==> config.mk <==
export PLATFORM = sky130hd
export DESIGN_NAME = alu_arbiter
export DESIGN_NICKNAME = d
export VERILOG_FILES = /design/src/rtl/alu_arbiter.sv
export SDC_FILE = /design/constraint.sdc
export NUM_CORES = 1
export LEC_CHECK = 0
export CAP_MARGIN = 40
export CELL_PAD_IN_SITES_DETAIL_PLACEMENT = 0
export CELL_PAD_IN_SITES_GLOBAL_PLACEMENT = 1
export CORE_UTILIZATION = 28
export DETAILED_ROUTE_END_ITERATION = 8
export PLACE_DENSITY_LB_ADDON = 0.12
export SLEW_MARGIN = 20
export SYNTH_ARGS = -nofsm -noshare
export SYNTH_HDL_FRONTEND = slang
export SYNTH_SLANG_ARGS = --single-unit
export TNS_END_PERCENT = 100
==> constraint.sdc <==
create_clock -name clk -period 1.9 [get_ports clk]
set_input_delay 0.19 -clock clk [delete_from_list [all_inputs] [get_ports clk]]
set_output_delay 0.19 -clock clk [all_outputs]
set_load 0.02 [all_outputs]
==> src/rtl/alu_arbiter.sv <==
// Two-requester round-robin front end for a shared combinational ALU.
// One operation in flight: grant in IDLE, one EXEC cycle, then hold the response in RESP.
//
// state | meaning
// IDLE  | waiting for a request; the only state in which a grant can be issued
// EXEC  | latched operands drive the ALU; its result is captured at the end of the cycle
// RESP  | response is presented and held until the consumer accepts it
module alu_arbiter (
    input  logic        clk,
    input  logic        rst,
    input  logic        req0_valid,
    input  logic        req1_valid,
    input  logic [2:0]  req0_op,
    input  logic [2:0]  req1_op,
    input  logic [7:0]  req0_a,
    input  logic [7:0]  req0_b,
    input  logic [7:0]  req1_a,
    input  logic [7:0]  req1_b,
    output logic        req0_ready,
    output logic        req1_ready,
    output logic [2:0]  op_select,
    output logic [7:0]  rdA,
    output logic [7:0]  rdB,
    input  logic [7:0]  alu_result,
    output logic        rsp_valid,
    output logic        rsp_id,
    output logic [7:0]  rsp_data,
    input  logic        rsp_ready,
    output logic        busy,
    output logic [15:0] txn_count
);

    typedef enum logic [1:0] {
        IDLE = 2'd0,
        EXEC = 2'd1,
        RESP = 2'd2
    } state_t;

    state_t      state_q, state_d;
    logic        last_grant_q;
    logic        id_q;
    logic [2:0]  op_q;
    logic [7:0]  a_q;
    logic [7:0]  b_q;
    logic [7:0]  rsp_data_q;
    logic [15:0] txn_count_q, txn_count_d;
    logic        grant0;
    logic        grant1;
    logic        xfer;
    logic        rsp_hs;

    // With both valid, the requester not granted last wins; a lone requester always wins.
    assign grant0 = req0_valid && (!req1_valid || last_grant_q);
    assign grant1 = req1_valid && (!req0_valid || !last_grant_q);

    assign req0_ready = !rst && (state_q == IDLE) && grant0;
    assign req1_ready = !rst && (state_q == IDLE) && grant1;
    assign xfer       = req0_ready || req1_ready;

    assign rsp_valid  = !rst && (state_q == RESP);
    assign busy       = !rst && (state_q != IDLE);
    assign rsp_hs     = rsp_valid && rsp_ready;

    assign op_select  = op_q;
    assign rdA        = a_q;
    assign rdB        = b_q;
    assign rsp_id     = id_q;
    assign rsp_data   = rsp_data_q;
    assign txn_count  = txn_count_q;

    always_comb begin
        state_d     = state_q;
        txn_count_d = txn_count_q;
        case (state_q)
            IDLE: begin
                if (xfer) state_d = EXEC;
            end
            EXEC: begin
                state_d = RESP;
            end
            RESP: begin
                if (rsp_hs) begin
                    state_d     = IDLE;
                    txn_count_d = txn_count_q + 16'd1;
                end
            end
            default: begin
                state_d = IDLE;
            end
        endcase
    end

    always_ff @(posedge clk) begin
        if (rst) begin
            state_q      <= IDLE;
            last_grant_q <= 1'b1;
            id_q         <= 1'b0;
            op_q         <= 3'd0;
            a_q          <= 8'd0;
            b_q          <= 8'd0;
            rsp_data_q   <= 8'd0;
            txn_count_q  <= 16'd0;
        end else begin
            state_q     <= state_d;
            txn_count_q <= txn_count_d;
            if (xfer) begin
                id_q         <= req1_ready;
                last_grant_q <= req1_ready;
                op_q         <= req1_ready ? req1_op : req0_op;
                a_q          <= req1_ready ? req1_a  : req0_a;
                b_q          <= req1_ready ? req1_b  : req0_b;
            end
            if (state_q == EXEC) rsp_data_q <= alu_result;
        end
    end

endmodule

==> results of run 1 <==
-- path summary, 6_finish.rpt --
| path | startpoint | endpoint |
|---|---|---|
| max | state_q[1] | busy |
| max reg2reg | state_q[0] | txn_count[12] |
| min | rst | txn_count[7] |
| min reg2reg | rsp_data[6] | rsp_data[6] |
-- cell usage after synthesis --
master,number,share of area (%)
nand2_1,61,11
dfxtp_1,47,46
nor2_1,32,5.9
a311oi_1,19,8.1
a21oi_1,14,3.4
clkbuf_1,12,2.2
nand3_1,8,2.0
o21ai_0,5,1.2
nand2b_1,4,1.2
or3_1,4,1.2
xor2_1,4,1.7
and3_1,3,0.91
inv_1,3,0.55
nand4_1,3,0.91
nor2b_1,3,0.91
nor3_1,3,0.73
xnor2_1,3,1.3
and4_1,2,0.85
buf_2,2,0.49
mux2_2,2,1.1
a211o_1,1,0.43
a31o_2,1,0.43
and2b_1,1,0.37
and4bb_2,1,0.61
buf_1,1,0.18
buf_6,1,0.55
ha_1,1,0.61
mux2_1,1,0.55
nand3b_1,1,0.37
nand4_2,1,0.61
nand4bb_4,1,1.3
nor3b_4,1,0.91
nor4_4,1,1.0
or3b_2,1,0.43
-- cells by family after synthesis --
logic type,after synthesis
buffers and inverters,19
adders and majority gates,1
AOI/OAI and AO/OA,40
and+or+nand+nor,131
DFF,47
xor gates and xnor gates,7
muxes,3
-- registers in the layout, indices dropped and copies added, names as in the netlist --
signal,flops
txn_count,16
rdA,8
rdB,8
rsp_data,8
op_select,3
state_q,2
last_grant_q,1
rsp_id,1
-- per-layer routing --
metal  wire length, um  track usage, %  vias to the layer above  part of all wire, %
met5                 0               0                        -                    0
met2              2570            24.9                       68                   46
met3               543            6.97                        5                  9.8
li1                  -               -                     1052                    -
met1              2370            17.7                      914                   43
met4                72            4.92                        0                  1.3
-- power by group --
part / switching [mW] / internal, mW
sequential: 0.0329 / 1.05
combinational: 0.239 / 0.264
clock: 0.346 / 0.526
total: 0.618 / 1.84
-- layout make-up --
| class | instances | area (sq um) |
|---|---|---|
| timing repair buffer | 109 | 1050 |
| inverter | 3 | 11.3 |
| clock inverter | 2 | 60.1 |
| clock buffer | 6 | 72.6 |
| fill | 694 | 3650 |
| sequential | 47 | 941 |
| tap | 96 | 120 |
| multi-input combinational | 182 | 1030 |
-- worst register-to-register path: cells and delay by family, from the launching register on --
| family | cells | cell delay, ps |
|---|---|---|
| and+or+nand+nor | 3 | 890 |
| DFF | 1 | 360 |
| buffers and inverters | 1 | 160 |
| AOI/OAI and AO/OA | 1 | 150 |
==> summary.json, run 1 <==
{
  "status": "finished clean",
  "io_pins": 99,
  "flop_and_latch_count_out_of_synthesis": 47,
  "reg2reg_setup_slack_ps": 270,
  "design.core.area_sq_mm": 0.00694,
  "synth_sequential_area_ratio_pct": 45.8,
  "post-cts-setup-buffers": 0,
  "critPathLaunchType": "flop",
  "gp_congestion": 0.694,
  "detailed_place.area_sq_mm": 0.00316,
  "post_synth_mux_area_share_pct": 1.65,
  "synth_top_family_by_area": "simple AND/OR/NAND/NOR gates",
  "drt_wl_total_um": 5550,
  "timing.final.crit_share_pct": 92.5,
  "cts_hold_buffers": 0,
  "setup-violations-final": 0,
  "yosys_warnings": 0,
  "timing.slew.headroom_pct": 62.9,
  "worst-path-stages": 4,
  "htree_num_levels": 2,
  "synthAdderAreaFrac_pct": 0.609,
  "cts_tree": "done",
  "irDropWorstVdd_mv": 0.429,
  "worst-r2r-cell-count": 5,
  "die_h_um": 87.6,
  "design.final.nets": 400,
  "vias_per_cell": 4.58,
  "critical_path.top_delay_family": "buffers and inverters",
  "worst-slew-pin-transition_ps": 555,
  "grt-ovfl-total": 0,
  "synth-compound-area-share_pct": 13.6,
  "portbufs": 98,
  "numCtsBuffers": 5,
  "post-place-cells": 437,
  "p_per_area_mw_per_mm2": 746,
  "cts_buffer_depth": 2,
  "root_buffer": "clkbuf_8",
  "timing.final.max_slew_violations": 0,
  "slowest_delay_ps": 620,
  "maxClockFrequency_mhz": 569,
  "post-dp-hpwl_um": 3890,
  "max_cap_violations": 0,
  "critical_path_arrival_ps": 1570,
  "final.setup_skew_ps": 12.0,
  "min_path_cells": 3,
  "setup-tns-final_ps": 0,
  "antenna_found_initial": 0,
  "crit_type": "flop to output pin",
  "post_cts_resized": 3,
  "synthesis.instances": 248,
  "pleak_nw": 1.22,
  "vias": 2039,
  "final_critical_period_ps": 1760,
  "hold_viol": 0,
  "std_cell_rows": 30,
  "synth_xor_xnor_area_share_pct": 2.99,
  "route.detailed.wl_per_inst_um": 12.5,
  "drt-initial-drc-count": 50,
  "setup_slack_ps": 143,
  "dp_worst_setup_slack_ps": -8.86,
  "post_synth_num_cell_types": 34,
  "finalNonFillerCells": 445,
  "insertion_delay_ps": 300,
  "critical_path.n_buffers_inverters": 2,
  "power.total_mw": 2.45,
  "clk_transition_reported_paths_ps": 90,
  "layout.cells.most_common": "clkdlybuf4s50_1",
  "layout.cells.most_common_list": "94 x clkdlybuf4s50_1, 61 x nand2_1, 47 x dfxtp_1, 32 x nor2_1, 19 x a311oi_1",
  "grt_usage_pct": 15.2,
  "syn-mean-instance-area_sq_um": 8.28,
  "worst_hold_path_type": "primary input to flop",
  "worstPathMaxFanout": 7,
  "critical_path_required_ps": 1710,
  "post_synth_and_or_nand_nor_area_fraction_pct": 31.4,
  "post_synth_instance_area_sq_mm": 0.00205,
  "worstSetupEndpointType": "output pin",
  "path_common_cell": "nor2_1",
  "final_antenna_net_count": 0,
  "initial_utilization_pct": 29.6,
  "die_w_um": 87.6,
  "hold-worst-slack_ps": 346,
  "grt_start_max_net_pins": 41,
  "first_global_vias": 1941,
  "insertedDiodeCount": 0,
  "flow.area_growth_from_synthesis_pct": 60.3,
  "die_area_sq_mm": 0.00768,
  "postLayoutCoreUtil_pct": 47.4,
  "clock-sinks": 47,
  "firstDrtPassIters": 6,
  "grt_pass1_wl_um": 9100,
  "final_cell_area_sq_mm": 0.00329,
  "timing.critical_path.cells": "buf_4 > nor2_1 > nor2_1 > clkdlybuf4s50_1",
  "drt_drc_violations_left": 0,
  "grt_setup_unrepaired": "false",
  "post_route_cells_drive_above_1_share_pct": 8.02,
  "synthesis.nets": 300,
  "critical-path-slowest-cell": "clkdlybuf4s50_1"
}
Note: power is estimated with default switching activity, not from simulation.
==> inputs of run 2 (changes only) <==
Settings changed: CORE_MARGIN from default to 4.
==> run 2 against run 1 <==
  * Register-to-register slack gained 20 ps
  * Power shrank 9.1%
  * Maximum frequency grew 1.1%
  * Highest routed layer unchanged
==> summary.json, run 2 (same netlist as run 1, synthesis figures left out) <==
{
  "crit_type": "flop to output pin",
  "cts_hold_buffers": 0,
  "power.total_mw": 2.23,
  "layout.cells.most_common_list": "94 x clkdlybuf4s50_1, 61 x nand2_1, 47 x dfxtp_1, 32 x nor2_1, 19 x a311oi_1",
  "largest_register_ffs": 16,
  "critical_path_arrival_ps": 1550,
  "final.setup_skew_ps": 12.0,
  "setup-tns-final_ps": 0,
  "critical_path_required_ps": 1710,
  "p_per_area_mw_per_mm2": 684,
  "io_pins": 99,
  "post-dp-hpwl_um": 4110,
  "initial_utilization_pct": 29.6,
  "flow.area_growth_from_synthesis_pct": 58.9,
  "timing.final.max_slew_violations": 0,
  "maxClockFrequency_mhz": 575,
  "setup-violations-final": 0,
  "r2r_end": "txn_count[11]",
  "cts_tree": "done",
  "antenna_found_initial": 0,
  "std_cell_rows": 30,
  "clock-sinks": 47,
  "worst-r2r-cell-count": 5,
  "rr_startpoint": "state_q[0]",
  "worst_hold_path_type": "primary input to flop",
  "hold_path_end": "txn_count[3]",
  "drt_drc_violations_left": 0,
  "setup_slack_ps": 162,
  "irDropWorstVdd_mv": 0.264,
  "final_critical_period_ps": 1740,
  "worstSetupEndpointType": "output pin",
  "final_cell_area_sq_mm": 0.00326,
  "insertion_delay_ps": 300,
  "final_antenna_net_count": 0,
  "insertedDiodeCount": 0,
  "hold_viol": 0,
  "post_route_cells_drive_above_1_share_pct": 8.05,
  "first_global_vias": 1991,
  "cts_buffer_depth": 2,
  "grt_setup_unrepaired": "false",
  "grt_pass1_wl_um": 9270,
  "drt_wl_total_um": 5770,
  "die_w_um": 93.6,
  "critPathLaunchType": "flop",
  "grt_usage_pct": 13.0,
  "reg2reg_setup_slack_ps": 290,
  "route.detailed.wl_per_inst_um": 13.0,
  "postLayoutCoreUtil_pct": 47.0,
  "root_buffer": "clkbuf_8",
  "design.final.nets": 399,
  "min-delay-start": "rst",
  "pleak_nw": 1.21,
  "grt-ovfl-total": 0,
  "gp_congestion": 0.772,
  "design.core.area_sq_mm": 0.00694,
  "die_h_um": 93.6,
  "htree_num_levels": 2,
  "portbufs": 98,
  "status": "finished clean",
  "vias_per_cell": 4.64,
  "detailed_place.area_sq_mm": 0.00317,
  "count_of_filler_cells_inserted_in_the_layout": 711,
  "vias": 2061,
  "timing.final.crit_share_pct": 91.5,
  "die_area_sq_mm": 0.00877,
  "numCtsBuffers": 5,
  "drt-initial-drc-count": 38,
  "worstPathMaxFanout": 7,
  "firstDrtPassIters": 4,
  "max_cap_violations": 0,
  "dp_worst_setup_slack_ps": 25.4,
  "clk_transition_reported_paths_ps": 100,
  "layout.cells.most_common": "clkdlybuf4s50_1",
  "worst-slew-pin-transition_ps": 563,
  "min_path_cells": 3,
  "grt_start_max_net_pins": 41,
  "timing.slew.headroom_pct": 62.4
}
[run 2: per-stage QoR]
step / cells / hold WS [ps]
6_report: 444 / 302
2_1_floorplan: 248 / 326
3_3_place_gp: 436 / 441
3_5_place_dp: 436 / 445
4_1_cts: 444 / 295
5_1_grt: 444 / 312
[run 2: where the power goes]
group	switching, mW	internal [mW]	leakage (nW)
clock	0.348	0.298	0.0474
sequential	0.0300	1.05	0.383
combinational	0.244	0.266	0.778
[run 2: how the worst max path moves through the flow]
stage                 start       endpoint  slack [ps]  cells after the start
2_1_floorplan  txn_count[0]  txn_count[11]         320                      4
3_3_place_gp      rsp_ready  txn_count[11]          50                      5
3_5_place_dp      rsp_ready  txn_count[11]          30                      5
4_1_cts          state_q[1]           busy         120                      4
5_1_grt          state_q[1]           busy          70                      4
6_report         state_q[1]           busy         160                      4
[run 2: critical path, stage by stage, from the launching register on]
cell	delay, ps
dfxtp_1	340
buf_4	160
nor2_1	50
nor2_1	90
clkdlybuf4s50_1	610
[run 2: per-layer routing]
layer / global-route usage (%) / wire length, um / share of wire (%) / vias up
li1: - / - / - / 1052
met1: 15.3 / 2410 / 42 / 934
met2: 21.8 / 2710 / 47 / 71
met3: 5.31 / 608 / 11 / 4
met4: 3.25 / 41 / 0.71 / 0
met5: 0 / 0 / 0 / -
[run 2: timing repair]
action                     in CTS  in global routing
resized for setup               3                  0
setup endpoints to repair       3                  0
setup buffers                   0                  0
[run 2: area by class of cell]
cell class | instances | area, sq um | area share, %
tap | 96 | 120 | 3.68
sequential | 47 | 941 | 28.8
inverter | 3 | 11.3 | 0.345
clock inverter | 2 | 16.3 | 0.499
timing repair buffer | 108 | 1060 | 32.5
clock buffer | 6 | 82.6 | 2.53
multi-input combinational | 182 | 1030 | 31.6
